$ cat src/rtl/sr_task_dispatcher_pkg.sv
// ---------------------------------------------------------------------------
// sr_task_dispatcher_pkg
// Shared scheduler definitions: default widths, the default slice length and
// the dispatcher FSM state encoding. Also imported by the queue cell and the
// scheduler top so every block agrees on the same defaults.
// ---------------------------------------------------------------------------
package sr_task_dispatcher_pkg;

    localparam int TID_W_DEF     = 4;   // task id width
    localparam int INFO_W_DEF    = 32;  // remaining-work word width
    localparam int SLICE_W_DEF   = 8;   // slice counter width
    localparam int SLICE_LEN_DEF = 16;  // cycles per time slice
    localparam int STAT_W        = 16;  // statistics counter width

    typedef enum logic [1:0] {
        ST_IDLE = 2'd0,  // waiting for a schedulable head task
        ST_RUN  = 2'd1,  // executing the current task
        ST_SWAP = 2'd2   // offering the current task back to the queue
    } state_t;

endpackage : sr_task_dispatcher_pkg

$ cat src/rtl/sr_task_dispatcher_slice_timer.sv
// ---------------------------------------------------------------------------
// sr_task_dispatcher_slice_timer
// Time-slice down-counter. It reloads on dispatch and counts down while a
// task runs. expire flags the last cycle of the slice (count == 1).
// Ports:
//   clk, rst   clock / asynchronous active-high reset
//   load       reload the counter with load_val (has priority over dec)
//   load_val   slice length to load
//   dec        decrement by one (the counter holds at zero)
//   expire     count == 1
// ---------------------------------------------------------------------------
module sr_task_dispatcher_slice_timer #(
    parameter int SLICE_W = 8
) (
    input  logic               clk,
    input  logic               rst,
    input  logic               load,
    input  logic [SLICE_W-1:0] load_val,
    input  logic               dec,
    output logic               expire
);

    localparam logic [SLICE_W-1:0] ONE = SLICE_W'(1);

    logic [SLICE_W-1:0] cnt_q;
    logic [SLICE_W-1:0] cnt_d;

    always_comb begin
        cnt_d = cnt_q;
        if (load) begin
            cnt_d = load_val;
        end else if (dec && (cnt_q != '0)) begin
            cnt_d = cnt_q - ONE;
        end
    end

    always_ff @(posedge clk or posedge rst) begin
        if (rst) begin
            cnt_q <= '0;
        end else begin
            cnt_q <= cnt_d;
        end
    end

    assign expire = (cnt_q == ONE);

endmodule : sr_task_dispatcher_slice_timer

$ cat src/rtl/sr_task_dispatcher.sv
// ---------------------------------------------------------------------------
// sr_task_dispatcher
// Consumer stage behind the shift-register task queue. It dequeues the head
// task {tid, info}, where info is the remaining work, and runs it under a
// time slice. A task leaves by retiring (done or work exhausted), by blocking,
// or by being re-enqueued (preempted or slice expired). All outputs are
// registered.
// Ports:
//   head_valid/head_tid/head_info  queue head task
//   deq                            1-cycle dequeue pulse
//   enq/enq_tid/enq_info           re-enqueue request, held until enq_ready
//   done_req/block_req/preempt_req events for the running task
//   run_valid/run_tid              task currently executing
//   retire_valid/blk_valid/out_tid 1-cycle completion pulses with tid
// Optional feature (macro DISPATCH_STATS_EN):
//   stat_dispatch  saturating count of deq pulses
//   stat_preempt   saturating count of SWAP entries
// ---------------------------------------------------------------------------
module sr_task_dispatcher
    import sr_task_dispatcher_pkg::*;
#(
    parameter int TID_W     = TID_W_DEF,
    parameter int INFO_W    = INFO_W_DEF,
    parameter int SLICE_W   = SLICE_W_DEF,
    parameter int SLICE_LEN = SLICE_LEN_DEF
) (
    input  logic              clk,
    input  logic              rst,
    input  logic              head_valid,
    input  logic [TID_W-1:0]  head_tid,
    input  logic [INFO_W-1:0] head_info,
    output logic              deq,
    output logic              enq,
    input  logic              enq_ready,
    output logic [TID_W-1:0]  enq_tid,
    output logic [INFO_W-1:0] enq_info,
    input  logic              done_req,
    input  logic              block_req,
    input  logic              preempt_req,
    output logic              run_valid,
    output logic [TID_W-1:0]  run_tid,
    output logic              retire_valid,
    output logic              blk_valid,
    output logic [TID_W-1:0]  out_tid
`ifdef DISPATCH_STATS_EN
    ,
    output logic [STAT_W-1:0] stat_dispatch,
    output logic [STAT_W-1:0] stat_preempt
`endif
);

    localparam logic [INFO_W-1:0] INFO_ONE = INFO_W'(1);

    state_t              state_q, state_d;
    logic [TID_W-1:0]    cur_tid_q, cur_tid_d;
    logic [INFO_W-1:0]   cur_info_q, cur_info_d;
    logic                deq_q, deq_d;
    logic                enq_q, enq_d;
    logic [TID_W-1:0]    enq_tid_q, enq_tid_d;
    logic [INFO_W-1:0]   enq_info_q, enq_info_d;
    logic                run_valid_q, run_valid_d;
    logic [TID_W-1:0]    run_tid_q, run_tid_d;
    logic                retire_valid_q, retire_valid_d;
    logic                blk_valid_q, blk_valid_d;
    logic [TID_W-1:0]    out_tid_q, out_tid_d;
    logic                slice_load, slice_dec, slice_expire;

    sr_task_dispatcher_slice_timer #(
        .SLICE_W (SLICE_W)
    ) u_slice_timer (
        .clk      (clk),
        .rst      (rst),
        .load     (slice_load),
        .load_val (SLICE_W'(SLICE_LEN)),
        .dec      (slice_dec),
        .expire   (slice_expire)
    );

    // NOTE: every signal gets a default before the case so no path leaves one
    // unassigned; a missing default here would infer a latch.
    always_comb begin
        state_d        = state_q;
        cur_tid_d      = cur_tid_q;
        cur_info_d     = cur_info_q;
        deq_d          = 1'b0;  // pulses self-clear
        retire_valid_d = 1'b0;
        blk_valid_d    = 1'b0;
        enq_d          = enq_q;
        enq_tid_d      = enq_tid_q;
        enq_info_d     = enq_info_q;
        run_valid_d    = run_valid_q;
        run_tid_d      = run_tid_q;
        out_tid_d      = out_tid_q;
        slice_load     = 1'b0;
        slice_dec      = 1'b0;

        case (state_q)
            ST_IDLE: begin
                if (head_valid) begin
                    cur_tid_d  = head_tid;
                    cur_info_d = head_info;
                    deq_d      = 1'b1;
                    slice_load = 1'b1;
                    if (head_info == '0) begin
                        // Nothing to run: retire straight from the head.
                        retire_valid_d = 1'b1;
                        out_tid_d      = head_tid;
                    end else begin
                        state_d     = ST_RUN;
                        run_valid_d = 1'b1;
                        run_tid_d   = head_tid;
                    end
                end
            end

            ST_RUN: begin
                // Exit priority: done > block > preempt > work exhausted > slice.
                if (done_req) begin
                    retire_valid_d = 1'b1;
                    out_tid_d      = cur_tid_q;
                    run_valid_d    = 1'b0;
                    state_d        = ST_IDLE;
                end else if (block_req) begin
                    blk_valid_d = 1'b1;
                    out_tid_d   = cur_tid_q;
                    run_valid_d = 1'b0;
                    state_d     = ST_IDLE;
                end else if (preempt_req) begin
                    // The unit in flight this cycle is not charged.
                    enq_d       = 1'b1;
                    enq_tid_d   = cur_tid_q;
                    enq_info_d  = cur_info_q;
                    run_valid_d = 1'b0;
                    state_d     = ST_SWAP;
                end else if (cur_info_q == INFO_ONE) begin
                    retire_valid_d = 1'b1;
                    out_tid_d      = cur_tid_q;
                    run_valid_d    = 1'b0;
                    state_d        = ST_IDLE;
                end else if (slice_expire) begin
                    // The last slice cycle consumed one unit of work.
                    enq_d       = 1'b1;
                    enq_tid_d   = cur_tid_q;
                    enq_info_d  = cur_info_q - INFO_ONE;
                    run_valid_d = 1'b0;
                    state_d     = ST_SWAP;
                end else begin
                    cur_info_d = cur_info_q - INFO_ONE;
                    slice_dec  = 1'b1;
                end
            end

            ST_SWAP: begin
                if (enq_ready) begin
                    enq_d   = 1'b0;
                    state_d = ST_IDLE;
                end
            end

            default: begin
                state_d = ST_IDLE;
            end
        endcase
    end

    // NOTE: state registers use non-blocking assignments so every flop samples
    // pre-edge values; the async reset clears all of them, dropping any task.
    always_ff @(posedge clk or posedge rst) begin
        if (rst) begin
            state_q        <= ST_IDLE;
            cur_tid_q      <= '0;
            cur_info_q     <= '0;
            deq_q          <= 1'b0;
            enq_q          <= 1'b0;
            enq_tid_q      <= '0;
            enq_info_q     <= '0;
            run_valid_q    <= 1'b0;
            run_tid_q      <= '0;
            retire_valid_q <= 1'b0;
            blk_valid_q    <= 1'b0;
            out_tid_q      <= '0;
        end else begin
            state_q        <= state_d;
            cur_tid_q      <= cur_tid_d;
            cur_info_q     <= cur_info_d;
            deq_q          <= deq_d;
            enq_q          <= enq_d;
            enq_tid_q      <= enq_tid_d;
            enq_info_q     <= enq_info_d;
            run_valid_q    <= run_valid_d;
            run_tid_q      <= run_tid_d;
            retire_valid_q <= retire_valid_d;
            blk_valid_q    <= blk_valid_d;
            out_tid_q      <= out_tid_d;
        end
    end

    assign deq          = deq_q;
    assign enq          = enq_q;
    assign enq_tid      = enq_tid_q;
    assign enq_info     = enq_info_q;
    assign run_valid    = run_valid_q;
    assign run_tid      = run_tid_q;
    assign retire_valid = retire_valid_q;
    assign blk_valid    = blk_valid_q;
    assign out_tid      = out_tid_q;

`ifdef DISPATCH_STATS_EN
    logic [STAT_W-1:0] stat_dispatch_q, stat_dispatch_d;
    logic [STAT_W-1:0] stat_preempt_q, stat_preempt_d;

    // Both counters saturate at all-ones.
    always_comb begin
        stat_dispatch_d = stat_dispatch_q;
        stat_preempt_d  = stat_preempt_q;
        if (deq_d && (stat_dispatch_q != '1)) begin
            stat_dispatch_d = stat_dispatch_q + STAT_W'(1);
        end
        if ((state_q == ST_RUN) && (state_d == ST_SWAP) && (stat_preempt_q != '1)) begin
            stat_preempt_d = stat_preempt_q + STAT_W'(1);
        end
    end

    always_ff @(posedge clk or posedge rst) begin
        if (rst) begin
            stat_dispatch_q <= '0;
            stat_preempt_q  <= '0;
        end else begin
            stat_dispatch_q <= stat_dispatch_d;
            stat_preempt_q  <= stat_preempt_d;
        end
    end

    assign stat_dispatch = stat_dispatch_q;
    assign stat_preempt  = stat_preempt_q;
`endif

endmodule : sr_task_dispatcher

$ cat config.mk
export PLATFORM = sky130hd
export DESIGN_NAME = sr_task_dispatcher
export DESIGN_NICKNAME = d
export VERILOG_FILES = /design/src/rtl/sr_task_dispatcher_pkg.sv /design/src/rtl/sr_task_dispatcher_slice_timer.sv /design/src/rtl/sr_task_dispatcher.sv
export SDC_FILE = /design/constraint.sdc
export NUM_CORES = 1
export LEC_CHECK = 0
export BUFFER_PORTS_ARGS = -buffer_cell sky130_fd_sc_hd__buf_4
export CAP_MARGIN = 10
export CORE_MARGIN = 5
export CORE_UTILIZATION = 50
export DETAILED_ROUTE_END_ITERATION = 10
export HOLD_SLACK_MARGIN = 0.12
export PLACE_DENSITY = 0.72
export SETUP_SLACK_MARGIN = 0.1
export SLEW_MARGIN = 30
export SYNTH_ARGS = -nofsm -noshare
export SYNTH_HDL_FRONTEND = slang
export SYNTH_SLANG_ARGS = --single-unit
$ cat constraint.sdc
create_clock -name clk -period 7.2 [get_ports clk]
set_input_delay 0.36 -clock clk [delete_from_list [all_inputs] [get_ports clk]]
set_output_delay 0.36 -clock clk [all_outputs]
set_load 0.01 [all_outputs]
==> results by group <==
Synthesis
  • Yosys reg bits: 95
  • Register area share after synthesis: 42.8%
  • Yosys warns: 0
  • Synth Flop Type: dfrtp_1
  • Async set-or-reset flop fraction in the synthesized netlist: 100%
  • Mapped Avg Cell Area: 9.57 sq um
  • Netlist Area Pre-Place: 0.00555 sq mm
  • Syn nets: 627
  • Number of synthesized flops with an enable pin: 0
  • Synth cell types: 57
  • Syn Inst Count: 580

Route
  • Vias/cell: 6.16
  • Routed wire length: 14,800 microns
  • WL/cell: 18.7 microns
  • Pre-antenna DRT Iters: 5
  • Antenna viol nets, final: 0
  • Via count: 4,856
  • Initial DRC count: 332
  • DR DRC count: 0

STA
  • Sum Neg Setup Slack: 0 ns
  • Top achievable clock speed: 0.329 GHz
  • Clock Skew: 0.00993 ns
  • Final hold viol count: 0
  • Final worst-path cycle share: 42.3%
  • Slew headroom: 36.1%
  • Fin worst setup slack: 4.16 ns
  • Worst-Margin Slew: 0.953 ns
  • RSZ-0062 raised after global routing: no
  • Final period demand of the worst path: 3.04 ns
  • Final hold slack: 0.177 ns
  • Setup-failing EPs final: 0
  • Final Max Tran Viols: 0

Pwr
  • Max IR drop VDD: 0.000151 V
  • Power, Total: 2.10 mW
  • Power share of the combinational group: 35.5%
  • Psw: 0.754 mW
  • Leakage: 2.75 nW
  • Clk pwr share: 20.6%
  • Power per cell area: 324 mW/mm^2
  • P_int: 1.35 mW
  • Sequential power share: 43.9%
  • Switching Share: 35.9%

Run status
  • Status: complete, no violations

Worst hold path
  • Worst Hold Class: in -> reg
  • Hold path startpoint: done_req

Floorplanning
  • Core box area: 0.0108 sq mm
  • Initial core utilization: 51.2%
  • Rows: 38
  • Die Ht: 115 microns
  • Num ports: 92
  • Die ar.: 0.0133 sq mm
  • Die width: 115 microns

Run
  • Max_cap viols: 0

Worst setup path
  • WP data arrival: 3.30 ns
  • Kind of critical path: reg -> reg
  • Worst Path Buf+Inv: 3
  • Crit path launch: state_q[1]
  • WP data required: 7.45 ns
  • Crit path top cell by count: inv_1
  • Top delay family on crit path: simple AND/OR/NAND/NOR gates
  • CP startpoint kind: flop
  • Slowest cell on crit path: nor4_4
  • Crit. End Element: flop
  • CP max stage delay: 0.81 ns
  • Critical R2R Launch: state_q[1]
  • Critical path cell sequence: inv_1, nand3_1, inv_1, nor4_4, buf_4, nor3_1, o22a_1
  • Critical path fanouts, max: 20

Clocking
  • H-Tree Depth: 3
  • CTS max path bufs: 2
  • CTS buffer count: 9
  • CTS tree: done
  • Total clock sinks: 95
  • Clk Latency, worst-skew pair: 0.37 ns
  • CTS clk-pin slew, worst paths: 0.09 ns
  • Post-cts resize count: 0
  • Clock root cell: clkbuf_8

Global route
  • Pin count of the biggest net entering global routing: 70
  • Overflow after GRT: 0
  • Total Routing Usage GR: 22.5%
  • First-pass GRT wire length: 24,100 microns
  • Initial antenna violation count: 0
  • Vias in the first global route: 4,836

Placed design
  • Port Buf Inserts: 91
  • DPL Wire Length: 10,100 microns
  • Setup Slack @ Placement: 4.24 ns
  • Gpl congestion: 0.896

Layout
  • Antenna Cells: 0
  • Area delta synth->final: 16.9%
  • Layout cell share with drive strength beyond 1: 23.6%
  • Nets: 690
  • # fillers: 922
==> synth_stat cells (8+ instances only) <==
| cell | count | share of area (%) |
|---|---|---|
| a21oi_1 | 18 | 1.6 |
| a22oi_1 | 11 | 1.5 |
| a31oi_1 | 16 | 1.8 |
| buf_6 | 8 | 1.6 |
| clkbuf_1 | 30 | 2.0 |
| dfrtp_1 | 95 | 43 |
| inv_1 | 16 | 1.1 |
| mux2_1 | 18 | 3.7 |
| mux2_2 | 24 | 4.9 |
| mux2i_1 | 9 | 1.6 |
| nand2_1 | 41 | 2.8 |
| nand3_1 | 13 | 1.2 |
| nand4_1 | 20 | 2.3 |
| nor2_1 | 48 | 3.2 |
| nor3_1 | 38 | 3.4 |
| nor4_1 | 28 | 3.2 |
| o21ai_0 | 18 | 1.6 |
| o22a_1 | 15 | 2.4 |
| o31ai_1 | 16 | 2.2 |
| or4_1 | 8 | 1.1 |
| xnor2_1 | 23 | 3.6 |
| xor2_1 | 8 | 1.3 |
==> cells by family after synthesis <==
group,count (synthesis),synth area share [%]
AND/OR/NAND/NOR,221,21.1
AO/OA/AOI/OAI,115,14.7
flip-flops,95,42.8
buffers and inverters,63,5.48
multiplexers,51,10.1
XOR/XNOR,31,4.89
adder cells (fa/ha/maj),4,0.902
==> cells in the final DEF (no fill, tap or decap), types with 8 or more instances in the layout <==
master / count
inv_1: 15
dfrtp_1: 95
a22oi_1: 11
nand3_1: 13
nand2_1: 41
mux2i_1: 9
or4_1: 8
nor4_1: 28
a21oi_1: 17
o22a_1: 15
xnor2_1: 23
xor2_1: 8
a31oi_1: 16
o31ai_1: 16
o21ai_0: 18
mux2_1: 18
nand4_1: 20
nor2_1: 46
mux2_2: 24
nor3_1: 38
clkbuf_8: 10
buf_4: 97
==> path summary, 6_finish.rpt <==
| path | end | slack [ns] | depth (start not counted) |
|---|---|---|---|
| max | cur_info_q[28] | 4.16 | 7 |
| min | blk_valid | 0.18 | 2 |
| max in group asynchronous | cur_info_q[6] | 5.40 | 4 |
| min in group asynchronous | u_slice_timer.cnt_q[6] | 0.65 | 3 |
| min reg2reg | enq_info[22] | 0.50 | 1 |
| max reg2reg | cur_info_q[28] | 4.16 | 7 |
==> final cells by class <==
type | instances | area [sq um] | area share (%)
Sequential cell | 95 | 2380 | 36.7
Multi-Input combinational cell | 422 | 2880 | 44.5
Tap cell | 140 | 175 | 2.70
Clock inverter | 6 | 108 | 1.66
Inverter | 17 | 65.1 | 1.00
Timing Repair Buffer | 98 | 738 | 11.4
Clock buffer | 10 | 138 | 2.12
==> worst register-to-register path: stages (launching register included) <==
cell and delay [ns]:
dfrtp_1 0.47, inv_1 0.12, nand3_1 0.42, inv_1 0.41, nor4_4 0.81, buf_4 0.39, nor3_1 0.11, o22a_1 0.20
==> metal layers <==
metal	wire (microns)	track usage [%]	part of all wire, %
met1	6260	30.2	42
met2	6940	35.8	47
met3	1160	4.21	7.9
met4	381	9.62	2.6
met5	0	0	0
==> flip-flops by register name, indices dropped and copies added (netlist names), 2 cells and up <==
signal,cells
cur_info_q,32
cur_tid_q,4
enq_info,32
enq_tid,4
out_tid,4
run_tid,4
state_q,2
u_slice_timer.cnt_q,8
==> metrics by stage <==
| stage | utilization (%) | instance area [sq um] | cells |
|---|---|---|---|
| 2_1_floorplan | - | 5550 | 580 |
| 3_3_place_gp | 57.4 | 6220 | 771 |
| 3_5_place_dp | 57.5 | 6230 | 771 |
| 4_1_cts | 59.8 | 6480 | 788 |
| 5_1_grt | 59.8 | 6480 | 788 |
| 6_report | 59.8 | 6480 | 788 |
==> repair_timing <==
item	in CTS	in global routing
hold buffers	1	0
buffers inserted	0	0
endpoints found under the hold margin	42	0
==> power groups by stage <==
stage | clock, mW | combinational [mW] | sequential (mW)
after floorplan | 0 | 0.433 | 0.917
after global placement | 0 | 0.731 | 0.919
after detailed placement | 0 | 0.750 | 0.930
after CTS | 0.441 | 0.754 | 0.921
after global routing | 0.461 | 0.822 | 0.956
final | 0.432 | 0.746 | 0.922
Power figures use the tool's default switching activity.
